==> config.mk <==
export PLATFORM = sky130hd
export DESIGN_NAME = mem_access
export DESIGN_NICKNAME = d
export VERILOG_FILES = /design/src/rtl/mem_access.sv
export SDC_FILE = /design/constraint.sdc
export NUM_CORES = 1
export LEC_CHECK = 0
export BUFFER_PORTS_ARGS = -buffer_cell sky130_fd_sc_hd__buf_2
export CAP_MARGIN = 20
export CORE_AREA = 5 5 178 180
export CTS_CLUSTER_DIAMETER = 40
export DETAILED_ROUTE_END_ITERATION = 7
export DIE_AREA = 0 0 183 185
export PLACE_DENSITY = 0.74
export SLEW_MARGIN = 20
export SYNTH_ARGS = -nofsm -noshare
export SYNTH_HDL_FRONTEND = slang
export SYNTH_SLANG_ARGS = --single-unit
==> constraint.sdc <==
create_clock -name clock -period 3.14 [get_ports clock]
set_input_delay 0 -clock clock [delete_from_list [all_inputs] [get_ports clock]]
set_output_delay 0 -clock clock [all_outputs]
set_load 0.01 [all_outputs]
==> src/rtl/mem_access.sv <==
// rtl/mem_access.sv - single-outstanding load/store unit between execute and a doubleword RAM port
module mem_access #(
    parameter int TIMEOUT = 255
) (
    input  logic        clock,
    input  logic        reset,
    input  logic        req_valid,
    output logic        req_ready,
    input  logic        req_wen,
    input  logic [63:0] req_addr,
    input  logic [63:0] req_wdata,
    input  logic [1:0]  req_size,
    input  logic        req_unsigned,
    output logic        resp_valid,
    output logic [63:0] resp_rdata,
    output logic        resp_err,
    output logic        ram_en,
    output logic        ram_wen,
    output logic [63:0] ram_addr,
    output logic [63:0] ram_wdata,
    output logic [63:0] ram_wmask,
    input  logic [63:0] ram_rdata,
    input  logic        ram_ack
);

    typedef enum logic [1:0] {IDLE, ACCESS, RESP} state_t;

    // Counter is at least 8 bits but grows for larger TIMEOUT values.
    localparam int CW = ($clog2(TIMEOUT + 1) > 8) ? $clog2(TIMEOUT + 1) : 8;

    state_t        state_q, state_d;
    logic          wen_q, wen_d;
    logic [63:0]   addr_q, addr_d;
    logic [63:0]   wdata_q, wdata_d;
    logic [1:0]    size_q, size_d;
    logic          uns_q, uns_d;
    logic          err_q, err_d;
    logic [63:0]   rdata_q, rdata_d;
    logic [CW-1:0] cnt_q, cnt_d;

    logic          misaligned;
    logic [63:0]   rd_shifted;
    logic [63:0]   load_ext;
    logic [7:0]    byte_en;
    logic [7:0]    byte_en_sh;
    logic [63:0]   mask_full;

    always_comb begin
        misaligned = 1'b0;
        case (req_size)
            2'd0:    misaligned = 1'b0;
            2'd1:    misaligned = req_addr[0];
            2'd2:    misaligned = |req_addr[1:0];
            default: misaligned = |req_addr[2:0];
        endcase
    end

    always_comb begin
        rd_shifted = ram_rdata >> {addr_q[2:0], 3'b000};
        load_ext   = rd_shifted;
        case (size_q)
            2'd0:    load_ext = uns_q ? {56'b0, rd_shifted[7:0]}
                                      : {{56{rd_shifted[7]}}, rd_shifted[7:0]};
            2'd1:    load_ext = uns_q ? {48'b0, rd_shifted[15:0]}
                                      : {{48{rd_shifted[15]}}, rd_shifted[15:0]};
            2'd2:    load_ext = uns_q ? {32'b0, rd_shifted[31:0]}
                                      : {{32{rd_shifted[31]}}, rd_shifted[31:0]};
            default: load_ext = rd_shifted;
        endcase
    end

    always_comb begin
        byte_en = 8'h00;
        case (size_q)
            2'd0:    byte_en = 8'h01;
            2'd1:    byte_en = 8'h03;
            2'd2:    byte_en = 8'h0F;
            default: byte_en = 8'hFF;
        endcase
        // Alignment is guaranteed in ACCESS, so the shifted lanes never overflow.
        byte_en_sh = byte_en << addr_q[2:0];
        mask_full  = '0;
        for (int i = 0; i < 8; i++) begin
            mask_full[i*8 +: 8] = {8{byte_en_sh[i]}};
        end
    end

    always_comb begin
        state_d = state_q;
        wen_d   = wen_q;
        addr_d  = addr_q;
        wdata_d = wdata_q;
        size_d  = size_q;
        uns_d   = uns_q;
        err_d   = err_q;
        rdata_d = rdata_q;
        cnt_d   = cnt_q;
        case (state_q)
            IDLE: begin
                if (req_valid) begin
                    wen_d   = req_wen;
                    addr_d  = req_addr;
                    wdata_d = req_wdata;
                    size_d  = req_size;
                    uns_d   = req_unsigned;
                    rdata_d = '0;
                    cnt_d   = '0;
                    err_d   = misaligned;
                    state_d = misaligned ? RESP : ACCESS;
                end
            end
            ACCESS: begin
                cnt_d = cnt_q + CW'(1);
                // An ack on the final allowed cycle still wins over the timeout.
                if (ram_ack) begin
                    rdata_d = wen_q ? 64'd0 : load_ext;
                    err_d   = 1'b0;
                    state_d = RESP;
                end else if (cnt_q + CW'(1) == CW'(TIMEOUT)) begin
                    err_d   = 1'b1;
                    state_d = RESP;
                end
            end
            RESP: begin
                state_d = IDLE;
            end
            default: begin
                state_d = IDLE;
            end
        endcase
    end

    always_ff @(posedge clock) begin
        if (reset) begin
            state_q <= IDLE;
            wen_q   <= 1'b0;
            addr_q  <= '0;
            wdata_q <= '0;
            size_q  <= '0;
            uns_q   <= 1'b0;
            err_q   <= 1'b0;
            rdata_q <= '0;
            cnt_q   <= '0;
        end else begin
            state_q <= state_d;
            wen_q   <= wen_d;
            addr_q  <= addr_d;
            wdata_q <= wdata_d;
            size_q  <= size_d;
            uns_q   <= uns_d;
            err_q   <= err_d;
            rdata_q <= rdata_d;
            cnt_q   <= cnt_d;
        end
    end

    assign req_ready  = (state_q == IDLE);
    assign ram_en     = (state_q == ACCESS);
    assign ram_wen    = ram_en & wen_q;
    assign ram_addr   = ram_en ? {addr_q[63:3], 3'b000} : 64'd0;
    assign ram_wdata  = ram_wen ? (wdata_q << {addr_q[2:0], 3'b000}) : 64'd0;
    assign ram_wmask  = ram_wen ? mask_full : 64'd0;
    assign resp_valid = (state_q == RESP);
    assign resp_err   = resp_valid & err_q;
    assign resp_rdata = resp_valid ? rdata_q : 64'd0;

endmodule
==> results.md <==
- Maximum vdd ir drop: 435 uV
- Fmax: 349 MHz
- CP max stage delay: 0.56 ns
- CP max FO: 11
- Synth unique cells: 61
- Clock latency at the later pin of the worst-skew pair: 0.50 ns
- Antenna Violating Nets Remaining: 0
- Htree depth: 2
- Slew Limit Fails: 0
- CP Capture Type: output pin
- Clock Pin Slew Worst Setup and Hold Paths: 0.06 ns
- Pin count of the biggest net entering global routing: 110
- TritonCTS Sinks: 207
- Most used flip-flop cell after synthesis: dfxtp_1
- Die Wd: 183 um
- Most frequent cells in the layout: buf_2 (456), nand2_1 (334), dfxtp_1 (204)
- Core area: 30000 sq um
- Core Rows: 64
- Drt first pass iters: 6
- Post-synth EDFFs: 0
- Setup TNS: 0 ns
- Filler instances: 2615
- Post-CTS setup buffers: 0
- Final Routed Wirelength: 51200 um
- Nets: 2299
- CTS buffer count: 38
- PwrDens: 488 nW/um^2
- Setup Viol. Count Final: 0
- P_leak: 7.90 nW
- Final HPWL DP: 35100 um
- Setup clock skew after layout: 0.0258 ns
- Outcome: finished, final reports clean
- Syn Area/Cell: 7.81 sq um
- Final period util: 91.3%
- CP arrival: 2.87 ns
- Synthesis Warnings: 0
- DRC Markers: 0
- Asr flop ratio synth: 0%
- Post-route minimum period: 2.87 ns
- Share of cells above drive strength 1: 30.3%
- Via-per-instance ratio: 5.57
- Worst Max-Slew Pin Slew: 0.812 ns
- Die H: 185 um
- Die area: 33900 sq um
- GPL Wtd Cong: 0.912
- Most common cell after layout, fill and taps aside: buf_2
- Hold crit path type: primary input to register
- Vias: 14100
- RSZ-0062 raised after global routing: false
- CP max stage cell: nor3_2
- Mapped Cells: 1603
- Yosys reg bits: 207
- DRT iter0 DRCs: 1366
- Grt ovf: 0
- Critical Path RT: 3.14 ns
- First-pass GRT wire length: 76800 um
- Flip-flop and latch area: 4150 sq um
- Initial antenna violation count: 6
- Final Hold Fails: 0
- Cell mode on critical path: nand2_1
- Maxcap violations: 0
- Clk buf depth: 3
- CTS Root Cell: clkbuf_16
- Number of port buffers: 457
- Mean routed wirelength per cell: 20.3 um
- Register area share after synthesis: 33.1%
- Post-Syn Area: 12500 sq um
- Rel. slew slack: 45.8%
- WS Path Type: register to output pin
- Area of the multi-input gates: 7320 sq um
- Initial Utilization: 41.7%
- CTS tree: yes
- P&R area growth vs syn: 39.7%
- Critical Path Source Type: register
- Vias in the first global route: 14000
- Power, Total: 8.54 mW
- I/O pin total: 461
- Crit-path cells: nand2b_1 -> inv_2 -> nand2_1 -> clkinv_1 -> nand2_1 -> nor3_2 -> buf_2
- Total track usage: 28.2%
==> critical path, delay by kind of cell, from the launching register on <==
family	cells	cell delay (ns)
AND/OR/NAND/NOR	4	1.40
flip-flops	1	0.47
buffers and inverters	3	0.49
==> registers in the layout, summed over array words and instances, names as in the netlist <==
| name | count |
|---|---|
| wen_q | 1 |
| state_q | 2 |
| uns_q | 1 |
| size_q | 2 |
| rdata_q | 64 |
| wdata_q | 64 |
| err_q | 1 |
| addr_q | 64 |
| cnt_q | 8 |
==> area by class of cell <==
cell class	count	area share [%]
repair buffers	649	23.8
clock buffers	44	5.92
inverters	11	0.236
well taps	396	2.83
flip-flops and latches	207	23.7
multi-input cells	1190	41.9
clock inverters	25	1.47
diodes	6	0.0858
==> where the power goes <==
group	switching [mW]	internal [mW]
clock	1.47	2.64
combinational	0.861	0.654
sequential	0.138	2.77
total	2.47	6.07
==> logic make-up (layout without fill, tap and decap cells) <==
logic type	after synthesis	count (layout)	share of synthesized area, %
compound gates	390	390	19.4
xor+xnor	2	2	0.140
fa+ha+maj	2	2	0.200
buf+inv	208	729	8.70
flops	207	207	33.1
mux	144	144	14.6
other cells	1	9	0.0300
simple gates	649	649	23.8
==> routing by layer <==
layer / vias to the layer above / GRT usage, % / wire (um)
li1: 6451 / - / -
met1: 6652 / 33.9 / 19500
met2: 814 / 48.4 / 24700
met3: 170 / 5.77 / 4340
met4: 0 / 13.9 / 2680
met5: - / 0 / 0
==> cell usage after synthesis (all sizes together) (3+ instances only) <==
cell type	instances	area (sq um)
nand2	337	1270
dfxtp	207	4140
a21oi	193	966
and2	142	888
nor2	102	383
buf	101	687
clkbuf	96	360
mux2i	84	841
o21ai	71	355
mux2	33	383
a22o	32	280
mux4	27	608
a211oi	20	150
and3	18	113
nor2b	16	100
a221o	15	150
inv	9	33.8
o22a	9	78.8
a21o	8	60.1
nand2b	8	50.1
o22ai	8	50.1
nor3	7	35.0
nand3	6	35.0
o211a	6	60.1
o2bb2ai	6	52.6
or2	5	31.3
a22oi	4	30.0
a2111oi	3	45.1
a31oi	3	18.8
==> stage by stage <==
step / instance area (sq um) / setup WS (ns) / hold slack [ns] / utilization (%) / std cells
after detailed placement: 14600 / 0.518 / 0.245 / 48.6 / 2297
after CTS: 17500 / 0.124 / 0.00865 / 58.1 / 2521
final: 17500 / 0.273 / 0.0406 / 58.2 / 2528
after floorplan: 12500 / 0.220 / 0.136 / - / 1605
after global placement: 14600 / 0.673 / 0.241 / 48.6 / 2297
after global routing: 17500 / 0.0476 / 0.0488 / 58.2 / 2528
==> what timing repair did <==
action | CTS | global route
hold buffers | 155 | 0
gates resized for setup | 1 | 1
endpoints found under the setup margin | 8 | 8
endpoints found under the hold margin | 160 | 0
==> path summary, 6_finish.rpt <==
check	startpoint	end	slack, ns	cells after the start
hold reg to reg	rdata_q[8]	rdata_q[8]	0.45	2
setup reg to reg	addr_q[2]	rdata_q[24]	0.68	7
setup / recovery	state_q[0]	ram_wmask[30]	0.27	7
hold / removal	ram_rdata[45]	rdata_q[21]	0.04	4
Note: power is estimated with default switching activity, not from simulation.
